### config.mk
export PLATFORM = sky130hd
export DESIGN_NAME = xy_zone_tracker
export DESIGN_NICKNAME = d
export VERILOG_FILES = /design/src/rtl/xy_zone_tracker_pkg.sv /design/src/rtl/xy_zone_tracker_axis.sv /design/src/rtl/xy_zone_tracker.sv
export SDC_FILE = /design/constraint.sdc
export NUM_CORES = 1
export LEC_CHECK = 0
export CORE_MARGIN = 8
export CORE_UTILIZATION = 50
export CTS_CLUSTER_DIAMETER = 100
export DETAILED_ROUTE_END_ITERATION = 8
export HOLD_SLACK_MARGIN = 0.03
export MAX_ROUTING_LAYER = met4
export PLACE_DENSITY = 0.81
export SLEW_MARGIN = 10
export SYNTH_ARGS = -nofsm -noshare
export SYNTH_HDL_FRONTEND = slang
export SYNTH_SLANG_ARGS = --single-unit
### constraint.sdc
create_clock -name clk -period 2.9 [get_ports clk]
set_input_delay 0.435 -clock clk [delete_from_list [all_inputs] [get_ports clk]]
set_output_delay 0.435 -clock clk [all_outputs]
set_load 0.05 [all_outputs]
### src/rtl/xy_zone_tracker_pkg.sv
// Shared definitions for the x/y zone tracker: region encoding, LED bit map and LED decode.
// Reused by the VGA overlay and the testbench.
package xy_zone_tracker_pkg;

    localparam logic [1:0] REG_LOW  = 2'd0;
    localparam logic [1:0] REG_MID  = 2'd1;
    localparam logic [1:0] REG_HIGH = 2'd2;

    localparam int unsigned NUM_LEDS   = 5;
    localparam int unsigned LED_RIGHT  = 0;
    localparam int unsigned LED_DOWN   = 1;
    localparam int unsigned LED_LEFT   = 2;
    localparam int unsigned LED_UP     = 3;
    localparam int unsigned LED_CENTRE = 4;

    typedef struct packed {
        logic [1:0] x;
        logic [1:0] y;
    } zone_pair_t;

    // LED pattern for a committed zone pair; all dark while the track is lost.
    function automatic logic [NUM_LEDS-1:0] leds_for(zone_pair_t z, logic lost);
        logic [NUM_LEDS-1:0] l;
        l = '0;
        if (!lost) begin
            l[LED_RIGHT]  = (z.x == REG_HIGH);
            l[LED_LEFT]   = (z.x == REG_LOW);
            l[LED_UP]     = (z.y == REG_HIGH);
            l[LED_DOWN]   = (z.y == REG_LOW);
            l[LED_CENTRE] = (z.x == REG_MID) && (z.y == REG_MID);
        end
        return l;
    endfunction

endpackage

### src/rtl/xy_zone_tracker_axis.sv
// Single-axis LOW/MID/HIGH classifier with hysteresis around both thresholds.
// Purely combinational; the caller feeds back its committed region.
module axis_hyst_classifier
    import xy_zone_tracker_pkg::*;
#(
    parameter int unsigned W      = 11,
    parameter int unsigned MID    = 500,
    parameter int unsigned CENT_D = 250,
    parameter int unsigned HYST   = 16
) (
    input  logic [W-1:0] value,
    input  logic [1:0]   region,
    output logic [1:0]   cand_c
);

    localparam longint unsigned VAL_LIMIT = 64'(1) << W;
    localparam longint unsigned HI_TOP    = 64'(MID) + 64'(CENT_D) + 64'(HYST);

    if ((CENT_D + HYST > MID) || (HI_TOP >= VAL_LIMIT) || (HYST >= CENT_D)) begin : g_bad_params
        $error("axis_hyst_classifier: thresholds do not fit the coordinate range");
    end

    localparam logic [W-1:0] HI_ENTER = W'(MID + CENT_D + HYST);
    localparam logic [W-1:0] HI_EXIT  = W'(MID + CENT_D - HYST);
    localparam logic [W-1:0] LO_ENTER = W'(MID - CENT_D - HYST);
    localparam logic [W-1:0] LO_EXIT  = W'(MID - CENT_D + HYST);

    // Leaving a region needs crossing its threshold by HYST the other way; an unknown region acts as MID.
    always_comb begin
        cand_c = REG_MID;
        case (region)
            REG_HIGH: begin
                if (value < LO_ENTER)     cand_c = REG_LOW;
                else if (value < HI_EXIT) cand_c = REG_MID;
                else                      cand_c = REG_HIGH;
            end
            REG_LOW: begin
                if (value > HI_ENTER)     cand_c = REG_HIGH;
                else if (value > LO_EXIT) cand_c = REG_MID;
                else                      cand_c = REG_LOW;
            end
            default: begin
                if (value > HI_ENTER)      cand_c = REG_HIGH;
                else if (value < LO_ENTER) cand_c = REG_LOW;
                else                       cand_c = REG_MID;
            end
        endcase
    end

endmodule

### src/rtl/xy_zone_tracker.sv
// Registered x/y zone tracker: hysteretic per-axis classification, N-sample debounce,
// loss-of-track timeout and status LED drive.
module xy_zone_tracker
    import xy_zone_tracker_pkg::*;
#(
    parameter int unsigned W       = 11,
    parameter int unsigned MID_X   = 500,
    parameter int unsigned MID_Y   = 500,
    parameter int unsigned CENT_D  = 250,
    parameter int unsigned HYST    = 16,
    parameter int unsigned STABLE  = 3,
    parameter int unsigned TIMEOUT = 100
) (
    input  logic         clk,
    input  logic         reset_n,
    input  logic         valid,
    input  logic [W-1:0] x,
    input  logic [W-1:0] y,
    output logic [4:0]   leds,
    output logic [1:0]   zone_x,
    output logic [1:0]   zone_y,
    output logic         lost
);

    if ((STABLE == 0) || (TIMEOUT == 0)) begin : g_bad_params
        $error("xy_zone_tracker: STABLE and TIMEOUT must be at least 1");
    end

    localparam int unsigned CW = $clog2(STABLE + 1);
    localparam int unsigned TW = $clog2(TIMEOUT + 1);
    localparam zone_pair_t CENTRE = '{x: REG_MID, y: REG_MID};

    zone_pair_t    zone_q, zone_n;
    zone_pair_t    cand_q, cand_n;
    zone_pair_t    cand_c;
    logic [CW-1:0] cnt_q, cnt_n;
    logic [TW-1:0] tcnt_q, tcnt_n;
    logic          lost_q, lost_n;
    logic [4:0]    leds_q, leds_n;

    axis_hyst_classifier #(.W(W), .MID(MID_X), .CENT_D(CENT_D), .HYST(HYST)) u_axis_x (
        .value  (x),
        .region (zone_q.x),
        .cand_c (cand_c.x)
    );

    axis_hyst_classifier #(.W(W), .MID(MID_Y), .CENT_D(CENT_D), .HYST(HYST)) u_axis_y (
        .value  (y),
        .region (zone_q.y),
        .cand_c (cand_c.y)
    );

    // Debounce and timeout next-state; a valid sample always beats an expiring timeout.
    always_comb begin
        zone_n = zone_q;
        cand_n = cand_q;
        cnt_n  = cnt_q;
        tcnt_n = tcnt_q;
        lost_n = lost_q;
        leds_n = leds_q;
        if (valid) begin
            tcnt_n = '0;
            if (cand_c == cand_q) begin
                if (cnt_q != CW'(STABLE)) cnt_n = cnt_q + CW'(1);
            end else begin
                cand_n = cand_c;
                cnt_n  = CW'(1);
            end
            if (cnt_n == CW'(STABLE)) begin
                zone_n = cand_c;
                lost_n = 1'b0;
            end
        end else if (tcnt_q != TW'(TIMEOUT)) begin
            tcnt_n = tcnt_q + TW'(1);
            if (tcnt_n == TW'(TIMEOUT)) begin
                lost_n = 1'b1;
                zone_n = CENTRE;
                cnt_n  = '0;
            end
        end
        leds_n = leds_for(zone_n, lost_n);
    end

    always_ff @(posedge clk or negedge reset_n) begin
        if (!reset_n) begin
            zone_q <= CENTRE;
            cand_q <= CENTRE;
            cnt_q  <= '0;
            tcnt_q <= '0;
            lost_q <= 1'b1;
            leds_q <= '0;
        end else begin
            zone_q <= zone_n;
            cand_q <= cand_n;
            cnt_q  <= cnt_n;
            tcnt_q <= tcnt_n;
            lost_q <= lost_n;
            leds_q <= leds_n;
        end
    end

    assign leds   = leds_q;
    assign zone_x = zone_q.x;
    assign zone_y = zone_q.y;
    assign lost   = lost_q;

endmodule

==> run summary <==
The final antenna-violating net count was 0. For this run, the number of standard cells in the final layout without fillers is 267. The later pin in the worst-skew pair is clocked with a latency of 0.32 ns. The tools report the largest net degree at the start of global routing as 24.

For this design, the slowest cell found on the critical path is sky130_fd_sc_hd__clkdlybuf4s50_1. The total negative slack for setup checks is 0 ns. The post-synthesis sequential area ratio is 0.3650. The critical path goes through clkdlybuf4s50_1 -> nand4b_1 -> o41a_1 -> nand3_2 -> a21oi_2 -> and4bb_4 -> and4_4 -> nor2_1 -> a32o_1. For this block, the via count after detailed routing is 1,579.

Multiplexer share of the synthesized area: 0.03925. Of all nets on the critical path, the largest fanout is 8. The logs give 0.412 for the logic gate share of total power and 0 for the initial antenna violation count.

Biggest area consumer among synthesized cells: sky130_fd_sc_hd__dfrtp_1. For the count of distinct cell types in the synthesized netlist, the log shows 60. TritonCTS built the clock tree. Critical path endpoint category: a flip-flop. Worst min-delay path category: input port to asynchronous set/reset pin.

The number of nets in the synthesized netlist is 205. For the aggregate global routing overflow, the log shows 0. The tree is rooted in a sky130_fd_sc_hd__clkbuf_4. The global-route usage over all layers was 0.1652; the number of synthesized register bits was 23. Fraction of the cycle the final worst path needs: 0.9323. Leaving out fill and tap cells, the most frequent cell in the layout is sky130_fd_sc_hd__clkdlybuf4s50_1.

The count of buffers added on input and output ports is 34. Total of endpoints with negative setup slack in the final report: 0. The most used flip-flop cell after synthesis is sky130_fd_sc_hd__dfrtp_1. Counting tap cells, the placed design contains a total of 263 instances. The clock transition at the registers of the reported paths came out at 0.13 ns.

For this run, the slowest stage of the critical path takes 0.58 ns. At the end of the flow, the number of nets in the layout was 251. The flow ran to the end, and the final reports show no timing, DRC or antenna violations. The via count of the first global-routing pass came out at 1,607. The count of boundary I/O pins came out at 35. The tools report the effective utilization at floorplan as 0.5221. Number of placement rows: 20. The cell area after technology mapping is 1594 sq um. The die outline height is 72.46 microns, and the required time at the endpoint of the critical path is 3.12 ns. For this design, the CTS-stage hold fixing added 0 buffers. The largest voltage drop on the vdd net is 0.0004391 V. Relative to the synthesized area, the layout overhead comes to 30.53%. The logs give 0.6562 for the tightest slew margin relative to the limit and 3 for the total clock buffers created by CTS. The final layout contains routed wiring with a total length of 4099 microns. The most critical setup path has its startpoint at x[9].

In the final routed layout, each cell accounts on average for 15.35 microns. Routability-driven placement finished with a final weighted congestion of 0.9473. The top cell types in the final layout, fill and taps aside, are 34 x sky130_fd_sc_hd__clkdlybuf4s50_1, 20 x sky130_fd_sc_hd__nor2_1, 18 x sky130_fd_sc_hd__dfrtp_1. The arrival time of data at the critical path endpoint was 2.92 ns. The utilization after layout was 0.6816; the actual slew at the worst max-slew pin was 0.5103 ns. Measured along the x axis, the die boundary spans 72.46 microns. The number of buffers inserted by post-CTS setup repair is 0. The number of enable flip-flop cells after synthesis is 0.

The largest family of logic cells by synthesized area was simple AND/OR/NAND/NOR gates. Setup repair after global routing left no endpoint under its margin. Clock skew on the completed layout was measured at 0.01032 ns. The adder-cell share of the synthesized area works out to 0.01570. The worst setup path is launched from an input port. The worst path needs 2.704 ns of the cycle, external delays included. The worst-case setup slack after placement is -0.1295 ns, and the fraction of post-synthesis cell area in the top cell type by area is 0.2826.

In the post-synthesis netlist, the biggest area contributors are sky130_fd_sc_hd__dfrtp_1 28%, sky130_fd_sc_hd__dfstp_2 8.2%, sky130_fd_sc_hd__nor2_1 4.7%. The run gives 0.3718 mW as the switching power of the nets. The die area was 5250 sq um; the ratio of total power to cell area was 462.1 nW/um^2.

The first global-routing pass estimated 6969 microns of wire. The final antenna diode count was 0. Gate count after technology mapping: 178. Timing would allow up to 369.9 MHz.

The switching portion of total power is 0.3867. The clock share of power was 0.154. The tools report the core box area as 3053 sq um. The number of gates given a new drive strength after cts is 0.

The depth of the CTS H-tree is 1, and the proportion of register bits with asynchronous set or reset after synthesis is 1.000. The fraction of synthesized cell area in xor and xnor cells is 0.03218. The register share of total power came out at 0.434. A synthesized cell averages 8.955 sq um.

The post-synthesis simple-gate area fraction was 0.3108; the buffer levels on the longest clock path was 2. For the first-pass iteration count of the detailed router, the log shows 4. The launch instance of the worst register-to-register path was zone_y[0]. Across the run, the number of max-cap violations was 0.

Per-cell via count in the routed design: 5.914. Post-route worst setup slack: 0.1964 ns. The tools report the leakage power of the design as 0.8228 nW.

The critical path in this run is classified as input port to flip-flop. After detailed routing, the number of remaining DRC violations is 0. The compound-gate portion of the synthesized area is 0.1994. For the final count of pins violating max slew, the log shows 0. The share of cells above drive strength 1 works out to 0.1525. The DRC violation total after the first TritonRoute iteration is 87. The clock net in this run drives a total of 23 sinks. The tools report the count of warnings emitted by yosys as 0.

Cell internal power was estimated by the tool at 0.5897 mW. The detailed-placement wirelength estimate was 3266 microns; the final number of hold-violating endpoints was 0.
[cell families (layout without fill, tap and decap cells)]
kind of cell,count (synthesis),in the layout
AO/OA/AOI/OAI,42,42
XOR/XNOR,5,5
adder cells (fa/ha/maj),2,2
buffers and inverters,14,59
flip-flops,23,23
multiplexers,6,6
AND/OR/NAND/NOR,86,86
[worst max-delay path: cells and delay by family]
kind            cells  cell delay, ns
simple gates        5            1.08
buf+inv             1            0.58
compound gates      3            0.83
[synth_stat cells (all sizes together), types with 2 or more instances]
cell     number
or3           3
dfrtp        18
xnor2         2
inv           9
and4          2
nand4b        4
nor2         20
nor4          5
nand3b        3
nor3          6
a21oi         6
nand3         9
ha            2
nor2b         2
nand2b        2
a32oi         2
clkbuf        4
mux2          2
mux2i         4
a311o         2
nand2        15
o21ai         9
dfstp         5
xor2          3
nor4b         2
a22o          3
o2111ai       3
nand4         4
a31oi         2
and3          4
[layer usage]
metal | wire, microns | up-vias | GRT usage
met4 | 76 | 0 | 0.07333
li1 | - | 769 | -
met5 | 0 | - | -
met2 | 2038 | 47 | 0.2818
met3 | 246 | 8 | 0.03444
met1 | 1737 | 755 | 0.1814
[sequential cells by signal, indices dropped and copies added, names as in the netlist]
register / cells
cand_q: 4
cnt_q: 2
leds: 5
lost: 1
tcnt_q: 7
zone_x: 2
zone_y: 2
[power groups by stage]
stage	combinational [mW]	sequential [mW]	clock, mW
floorplan	0.153	0.504	0
global placement	0.385	0.420	0
detailed placement	0.395	0.422	0
CTS	0.396	0.416	0.154
global route	0.425	0.424	0.163
finish	0.396	0.417	0.148
[final cells by class]
class,count,area [sq um]
inverters,9,33.78
fillers,260,972.2
flip-flops and latches,23,581.8
repair buffers,46,430.4
clock buffers,3,22.52
multi-input cells,141,952.2
clock inverters,1,5.005
well taps,44,55.05
[final timing paths]
path / end / slack (ns) / cells after the start
setup / recovery: leds[0] / 0.20 / 9
hold / removal: tcnt_q[2] / 0.44 / 2
setup reg to reg: leds[0] / 0.42 / 8
hold reg to reg: cand_q[2] / 0.53 / 2
max in group asynchronous: zone_y[0] / 2.17 / 2
min in group clk: cand_q[2] / 0.53 / 2
[through the flow]
stage	area (sq um)	total power [mW]	hold slack, ns
after floorplan	1594	0.6573	0.1394
after global placement	2053	0.8055	0.4992
after detailed placement	2053	0.8165	0.5046
after CTS	2081	0.9657	0.4444
after global routing	2081	1.012	0.4992
final	2081	0.9614	0.4404
No activity file was read; power rests on OpenSTA's default activity.
